==> config.mk <==
export PLATFORM = sky130hd
export DESIGN_NAME = i2c_slave_ctrl
export DESIGN_NICKNAME = d
export VERILOG_FILES = /design/src/rtl/i2c_pkg.sv /design/src/rtl/i2c_line_filter.sv /design/src/rtl/i2c_slave_ctrl.sv
export SDC_FILE = /design/constraint.sdc
export NUM_CORES = 1
export LEC_CHECK = 0
export CORE_MARGIN = 4
export CORE_UTILIZATION = 31
export DETAILED_ROUTE_END_ITERATION = 8
export SYNTH_ARGS = -nofsm -noshare
export SYNTH_HDL_FRONTEND = slang
export SYNTH_SLANG_ARGS = --single-unit
==> constraint.sdc <==
create_clock -name CLK -period 3.35 [get_ports CLK]
set_input_delay 0.335 -clock CLK [delete_from_list [all_inputs] [get_ports CLK]]
set_output_delay 0.335 -clock CLK [all_outputs]
set_load 0.005 [all_outputs]
==> src/rtl/i2c_pkg.sv <==
// Shared I2C definitions: field widths and the target-side state encoding.
package i2c_pkg;
  localparam int I2C_ADDR_W = 7;
  localparam int I2C_BYTE_W = 8;

  typedef enum logic [3:0] {
    ST_IDLE,
    ST_ADDR,
    ST_ADDR_ACK,
    ST_RX,
    ST_RX_ACK,
    ST_TX_LOAD,
    ST_TX,
    ST_TX_ACK,
    ST_WAIT_STOP
  } i2c_state_e;
endpackage

==> src/rtl/i2c_line_filter.sv <==
// Pad input conditioning: synchroniser, stability filter and single-cycle edge flags.
module i2c_line_filter #(
  parameter int SYNC_STAGES = 2,
  parameter int FILT_LEN    = 3
) (
  input  logic CLK,
  input  logic RESETn,
  input  logic pad,
  output logic level,
  output logic rise,
  output logic fall
);
  localparam int CW = (FILT_LEN > 1) ? $clog2(FILT_LEN) : 1;

  logic [SYNC_STAGES-1:0] sync_reg;
  logic [CW-1:0]          cnt_reg;
  logic                   level_reg;
  logic                   prev_reg;

  // Lines idle high, so everything resets to 1 to avoid a false edge at reset release.
  always_ff @(posedge CLK or negedge RESETn) begin
    if (!RESETn) begin
      sync_reg  <= '1;
      cnt_reg   <= '0;
      level_reg <= 1'b1;
      prev_reg  <= 1'b1;
    end else begin
      sync_reg <= {sync_reg[SYNC_STAGES-2:0], pad};
      prev_reg <= level_reg;
      if (sync_reg[SYNC_STAGES-1] == level_reg) begin
        cnt_reg <= '0;
      end else if (cnt_reg == CW'(FILT_LEN - 1)) begin
        level_reg <= sync_reg[SYNC_STAGES-1];
        cnt_reg   <= '0;
      end else begin
        cnt_reg <= cnt_reg + CW'(1);
      end
    end
  end

  assign level = level_reg;
  assign rise  = level_reg & ~prev_reg;
  assign fall  = ~level_reg & prev_reg;
endmodule

==> src/rtl/i2c_slave_ctrl.sv <==
// I2C target endpoint: START/STOP detection, address match, byte receive/transmit
// with clock stretching while the host supplies transmit data.
module i2c_slave_ctrl
  import i2c_pkg::*;
#(
  parameter int SYNC_STAGES = 2,
  parameter int FILT_LEN    = 3
) (
  input  logic                  CLK,
  input  logic                  RESETn,
  input  logic                  EN,
  input  logic [I2C_ADDR_W-1:0] OWN_ADDR,
  input  logic                  ACK_EN,
  input  logic                  SCL_i,
  output logic                  SCL_OE,
  input  logic                  SDA_i,
  output logic                  SDA_OE,
  output logic [I2C_BYTE_W-1:0] RX_DATA,
  output logic                  RX_VALID,
  output logic                  TX_REQ,
  input  logic                  TX_VALID,
  input  logic [I2C_BYTE_W-1:0] TX_DATA,
  output logic                  ADDR_HIT,
  output logic                  RW,
  output logic                  STOP_DET,
  output logic                  NACK_DET,
  output logic                  BUSY
);
  logic scl, scl_rise, scl_fall;
  logic sda, sda_rise, sda_fall;

  i2c_line_filter #(.SYNC_STAGES(SYNC_STAGES), .FILT_LEN(FILT_LEN)) u_scl_filt (
    .CLK(CLK), .RESETn(RESETn), .pad(SCL_i), .level(scl), .rise(scl_rise), .fall(scl_fall)
  );
  i2c_line_filter #(.SYNC_STAGES(SYNC_STAGES), .FILT_LEN(FILT_LEN)) u_sda_filt (
    .CLK(CLK), .RESETn(RESETn), .pad(SDA_i), .level(sda), .rise(sda_rise), .fall(sda_fall)
  );

  i2c_state_e            state_reg, state_next;
  logic [I2C_BYTE_W-1:0] sr_reg, rx_data_reg;
  logic [3:0]            bitcnt_reg;
  logic                  sda_oe_reg, matched_reg, rw_reg;
  logic                  rx_valid_reg, addr_hit_reg, stop_det_reg, nack_det_reg;

  logic                  start_cond, stop_cond, last_bit, addr_match;
  logic [I2C_BYTE_W-1:0] shifted;

  assign start_cond = sda_fall & scl;
  assign stop_cond  = sda_rise & scl;
  assign shifted    = {sr_reg[I2C_BYTE_W-2:0], sda};
  assign last_bit   = (bitcnt_reg == 4'd7);
  assign addr_match = (sr_reg[I2C_ADDR_W-1:0] == OWN_ADDR) && (OWN_ADDR != '0);

  always_ff @(posedge CLK or negedge RESETn) begin
    if (!RESETn) state_reg <= ST_IDLE;
    else         state_reg <= state_next;
  end

  always_comb begin
    state_next = state_reg;
    if (!EN)             state_next = ST_IDLE;
    else if (start_cond) state_next = ST_ADDR;
    else if (stop_cond)  state_next = ST_IDLE;
    else begin
      case (state_reg)
        ST_ADDR:     if (scl_rise && last_bit) state_next = addr_match ? ST_ADDR_ACK : ST_WAIT_STOP;
        ST_ADDR_ACK: if (scl_fall && bitcnt_reg == 4'd1) state_next = rw_reg ? ST_TX_LOAD : ST_RX;
        ST_RX:       if (scl_rise && last_bit) state_next = ST_RX_ACK;
        // sda_oe_reg still holds this slot's ACK decision at the closing fall
        ST_RX_ACK:   if (scl_fall && bitcnt_reg == 4'd1) state_next = sda_oe_reg ? ST_RX : ST_WAIT_STOP;
        ST_TX_LOAD:  if (TX_VALID) state_next = ST_TX;
        ST_TX:       if (scl_fall && bitcnt_reg == 4'd8) state_next = ST_TX_ACK;
        ST_TX_ACK: begin
          if (scl_rise && sda)                           state_next = ST_WAIT_STOP;
          else if (scl_fall && bitcnt_reg == 4'd1)       state_next = ST_TX_LOAD;
        end
        ST_IDLE, ST_WAIT_STOP: state_next = state_reg;
        default:     state_next = ST_IDLE;
      endcase
    end
  end

  always_ff @(posedge CLK or negedge RESETn) begin
    if (!RESETn) begin
      sr_reg       <= '0;
      rx_data_reg  <= '0;
      bitcnt_reg   <= '0;
      sda_oe_reg   <= 1'b0;
      matched_reg  <= 1'b0;
      rw_reg       <= 1'b0;
      rx_valid_reg <= 1'b0;
      addr_hit_reg <= 1'b0;
      stop_det_reg <= 1'b0;
      nack_det_reg <= 1'b0;
    end else begin
      rx_valid_reg <= 1'b0;
      addr_hit_reg <= 1'b0;
      stop_det_reg <= 1'b0;
      nack_det_reg <= 1'b0;
      if (!EN) begin
        sr_reg      <= '0;
        bitcnt_reg  <= '0;
        sda_oe_reg  <= 1'b0;
        matched_reg <= 1'b0;
      end else if (start_cond) begin
        bitcnt_reg  <= '0;
        sda_oe_reg  <= 1'b0;
        matched_reg <= 1'b0;
      end else if (stop_cond) begin
        bitcnt_reg   <= '0;
        sda_oe_reg   <= 1'b0;
        matched_reg  <= 1'b0;
        stop_det_reg <= matched_reg;
      end else begin
        case (state_reg)
          ST_ADDR: if (scl_rise) begin
            sr_reg     <= shifted;
            bitcnt_reg <= last_bit ? 4'd0 : bitcnt_reg + 4'd1;
            if (last_bit && addr_match) begin
              addr_hit_reg <= 1'b1;
              rw_reg       <= sda;
              matched_reg  <= 1'b1;
            end
          end
          ST_RX: if (scl_rise) begin
            sr_reg     <= shifted;
            bitcnt_reg <= last_bit ? 4'd0 : bitcnt_reg + 4'd1;
            if (last_bit) begin
              rx_data_reg  <= shifted;
              rx_valid_reg <= 1'b1;
            end
          end
          // bitcnt 0 = before the 9th rise, 1 = after it
          ST_ADDR_ACK, ST_RX_ACK: begin
            if (scl_rise) bitcnt_reg <= 4'd1;
            else if (scl_fall) begin
              if (bitcnt_reg == 4'd0) begin
                sda_oe_reg <= (state_reg == ST_ADDR_ACK) || ACK_EN;
              end else begin
                sda_oe_reg <= 1'b0;
                bitcnt_reg <= '0;
              end
            end
          end
          ST_TX_LOAD: if (TX_VALID) begin
            sr_reg     <= TX_DATA;
            sda_oe_reg <= ~TX_DATA[I2C_BYTE_W-1];
          end
          ST_TX: begin
            if (scl_rise) bitcnt_reg <= bitcnt_reg + 4'd1;
            else if (scl_fall) begin
              if (bitcnt_reg == 4'd8) begin
                sda_oe_reg <= 1'b0;
                bitcnt_reg <= '0;
              end else begin
                sr_reg     <= {sr_reg[I2C_BYTE_W-2:0], sr_reg[I2C_BYTE_W-1]};
                sda_oe_reg <= ~sr_reg[I2C_BYTE_W-2];
              end
            end
          end
          ST_TX_ACK: begin
            if (scl_rise) begin
              if (sda) nack_det_reg <= 1'b1;
              else     bitcnt_reg   <= 4'd1;
            end else if (scl_fall) begin
              bitcnt_reg <= '0;
            end
          end
          default: ;
        endcase
      end
    end
  end

  always_comb begin
    SCL_OE = EN && (state_reg == ST_TX_LOAD);
    TX_REQ = EN && (state_reg == ST_TX_LOAD);
    SDA_OE = EN && sda_oe_reg;
    BUSY   = (state_reg != ST_IDLE);
  end

  assign RX_DATA  = rx_data_reg;
  assign RX_VALID = rx_valid_reg;
  assign ADDR_HIT = addr_hit_reg;
  assign RW       = rw_reg;
  assign STOP_DET = stop_det_reg;
  assign NACK_DET = nack_det_reg;
endmodule

==> run summary <==
Rows: 33
Yosys reg bits: 43
Synth Flop Type: dfrtp_1
post-route cell area: 0.00322 mm^2
number of distinct library cells after synthesis: 65
share of layout cells above drive strength 1: 15.9%
GP Congestion: 0.870
synthesized instance count: 266
TritonCTS clock tree: built
ANT cells: 0
DPL Wire Length: 4790 um
via/cell ratio: 5.27
R2R cell count: 6
crit path kind: reg -> out
Worst Skew: 0.00623 ns
GRT Residual Overflow: 0
startpoint types: register
Final Setup Violations: 0
max_cap viols: 0
status: complete, no violations
Area growth, synth to finish: 22.3%
final WL: 6670 um
die width: 100 um
total CTS buffers: 5
Crit Reg-Reg Startpoint: state_reg[1]
mean post-synth cell area: 9.89 um^2
clk_lat worst skew: 0.30 ns
clk buf depth: 2
Max Freq: 0.408 GHz
minimum clock period: 2.45 ns
Power Total: 1.47 mW
Total Routing Usage GR: 14.0%
Via Count: 2,144
Pins Over Slew Limit: 0
Final ANT Viol Nets: 0
power density cells: 459 mW/mm^2
initial antenna violation count: 0
postcts setup bufs: 0
DR pass1 iterations: 5
largest net degree at the start of global routing: 44
PostCTS Resize Cnt: 0
Peak VDD IR: 265 uV
Critical Path AT: 2.12 ns
die height: 100 um
Synth top area share: 33.3%
global-route wire length before repair: 11,100 um
Die ar.: 0.0100 mm^2
H-tree depth: 2
I/O pins: 39
Worst R2R Setup Slack: 1.07 ns
Critical Path End Type: output port
PortBufs: 38
DR iter-0 viols: 122
RSZ-0062 raised after global routing: false
Least-Margin Pin Slew: 0.967 ns
syn nets: 291
setup TNS: 0 ns
relative slew slack: 35.5%
Ys Warns: 0
filler cell count: 800
Post-Place Cell Area: 0.00309 mm^2
Crit path required time: 3.01 ns
cts hold-fix bufs: 0
vias in the first global route: 2,100
CTS sink count: 43
Cell Area, Synth: 0.00263 mm^2
sequential-to-total area share from yosys stat: 41.3%
# DRC: 0
fin crit share: 73.2%
top cells by area, synth: dfrtp_1, dfstp_2, mux2i_1
leakage: 1.42 nW
CORE AREA: 0.00822 mm^2
Starting Density: 32.0%
CP max FO: 17
Reg-to-Reg End: sr_reg[3]
nets@finish: 326
Final Hold Viols: 0
FFs w/ async S/R, synth: 100%
area of the multi-input gates: 0.00144 mm^2
Root Buffer: clkbuf_8
HP Class: in -> async
Yosys top cell by area: dfrtp_1
Clk pin slew, worst setup/hold paths: 0.08 ns
Reg area: 0.00109 mm^2
drt wl/cell: 16.4 um
Post-synth EDFFs: 0
[where the power goes]
group | internal, mW | switching [mW] | total (mW)
combinational | 0.157 | 0.196 | 0.353
sequential | 0.593 | 0.0929 | 0.686
clock | 0.245 | 0.190 | 0.436
[placed cells by master (no fill, tap or decap), types with 2 or more instances in the layout]
cell type        count
clkdlybuf4s50_1     37
dfrtp_1             35
nand2_1             24
a21oi_1             18
nor2_1              11
mux2i_1             11
nor2b_1             10
o21ai_0             10
nand3_1              9
mux2_2               9
nor3_1               8
xor2_1               8
dfstp_2              8
o211a_1              7
inv_1                6
nand2b_1             6
clkbuf_8             6
nor3b_1              5
buf_4                5
xnor2_1              4
nand3b_1             4
and2_1               3
a31oi_1              3
ha_1                 3
a21bo_2              2
nor4_4               2
o21bai_1             2
o2111ai_1            2
a211o_1              2
nand4_1              2
o31ai_1              2
o211ai_1             2
[synthesized netlist by cell type, drive strengths merged (6+ instances only)]
library cell / n
mux2: 10
o211a: 7
nor3: 9
o21ai: 11
dfstp: 8
nor2: 12
nand2b: 7
mux2i: 11
nand3: 9
buf: 11
a21oi: 19
nor2b: 11
dfrtp: 35
nand2: 24
inv: 6
xor2: 8
[how the worst max path moves through the flow]
stage | startpoint | slack, ns | to | cells past startpoint
after floorplan | bitcnt_reg[0] | 1.58 | bitcnt_reg[1] | 7
after global placement | EN | 1.08 | RX_DATA[2] | 4
after detailed placement | EN | 1.04 | RX_DATA[5] | 4
after CTS | state_reg[2] | 0.91 | SCL_OE | 3
after global routing | state_reg[2] | 0.76 | SCL_OE | 3
final | state_reg[2] | 0.90 | SCL_OE | 3
[logic make-up after synthesis]
logic type,count (synthesis),synth area share (%)
and+or+nand+nor,100,23.1
AOI/OAI and AO/OA,66,17.7
DFF,43,41.3
buffers and inverters,21,3.90
muxes,21,8.61
xor gates and xnor gates,12,4.00
adders and majority gates,3,1.43
[layer usage]
metal | vias to the layer above | share of wire (%) | wire length [um] | global-route usage [%]
li1 | 1039 | - | - | -
met3 | 5 | 5.2 | 349 | 3.27
met4 | 0 | 0.85 | 57 | 3.73
met1 | 1050 | 47 | 3160 | 20.3
met5 | - | 0 | 0 | 0
met2 | 50 | 47 | 3110 | 20.9
[layout make-up]
cell class / count / area share, %
clock buffers: 6 / 2.57
clock inverters: 2 / 1.21
inverters: 6 / 0.700
multi-input cells: 202 / 44.8
flip-flops and latches: 43 / 33.8
well taps: 105 / 4.09
repair buffers: 43 / 12.8
[through the flow]
stage | util, % | std cells | setup WS [ns] | hold WS, ns
after floorplan | - | 266 | 1.58 | 0.0394
after global placement | 37.7 | 399 | 1.08 | 0.346
after CTS | 39.1 | 407 | 0.906 | 0.222
after global routing | 39.1 | 407 | 0.764 | 0.257
after detailed placement | 37.7 | 399 | 1.04 | 0.348
final | 39.1 | 407 | 0.899 | 0.182
[worst max-delay path, cell delays in order (launching register included)]
cell             delay (ns)
dfrtp_1                0.71
nor2b_1                0.35
and3_1                 0.24
clkdlybuf4s50_1        0.51
Note: power is estimated with default switching activity, not from simulation.
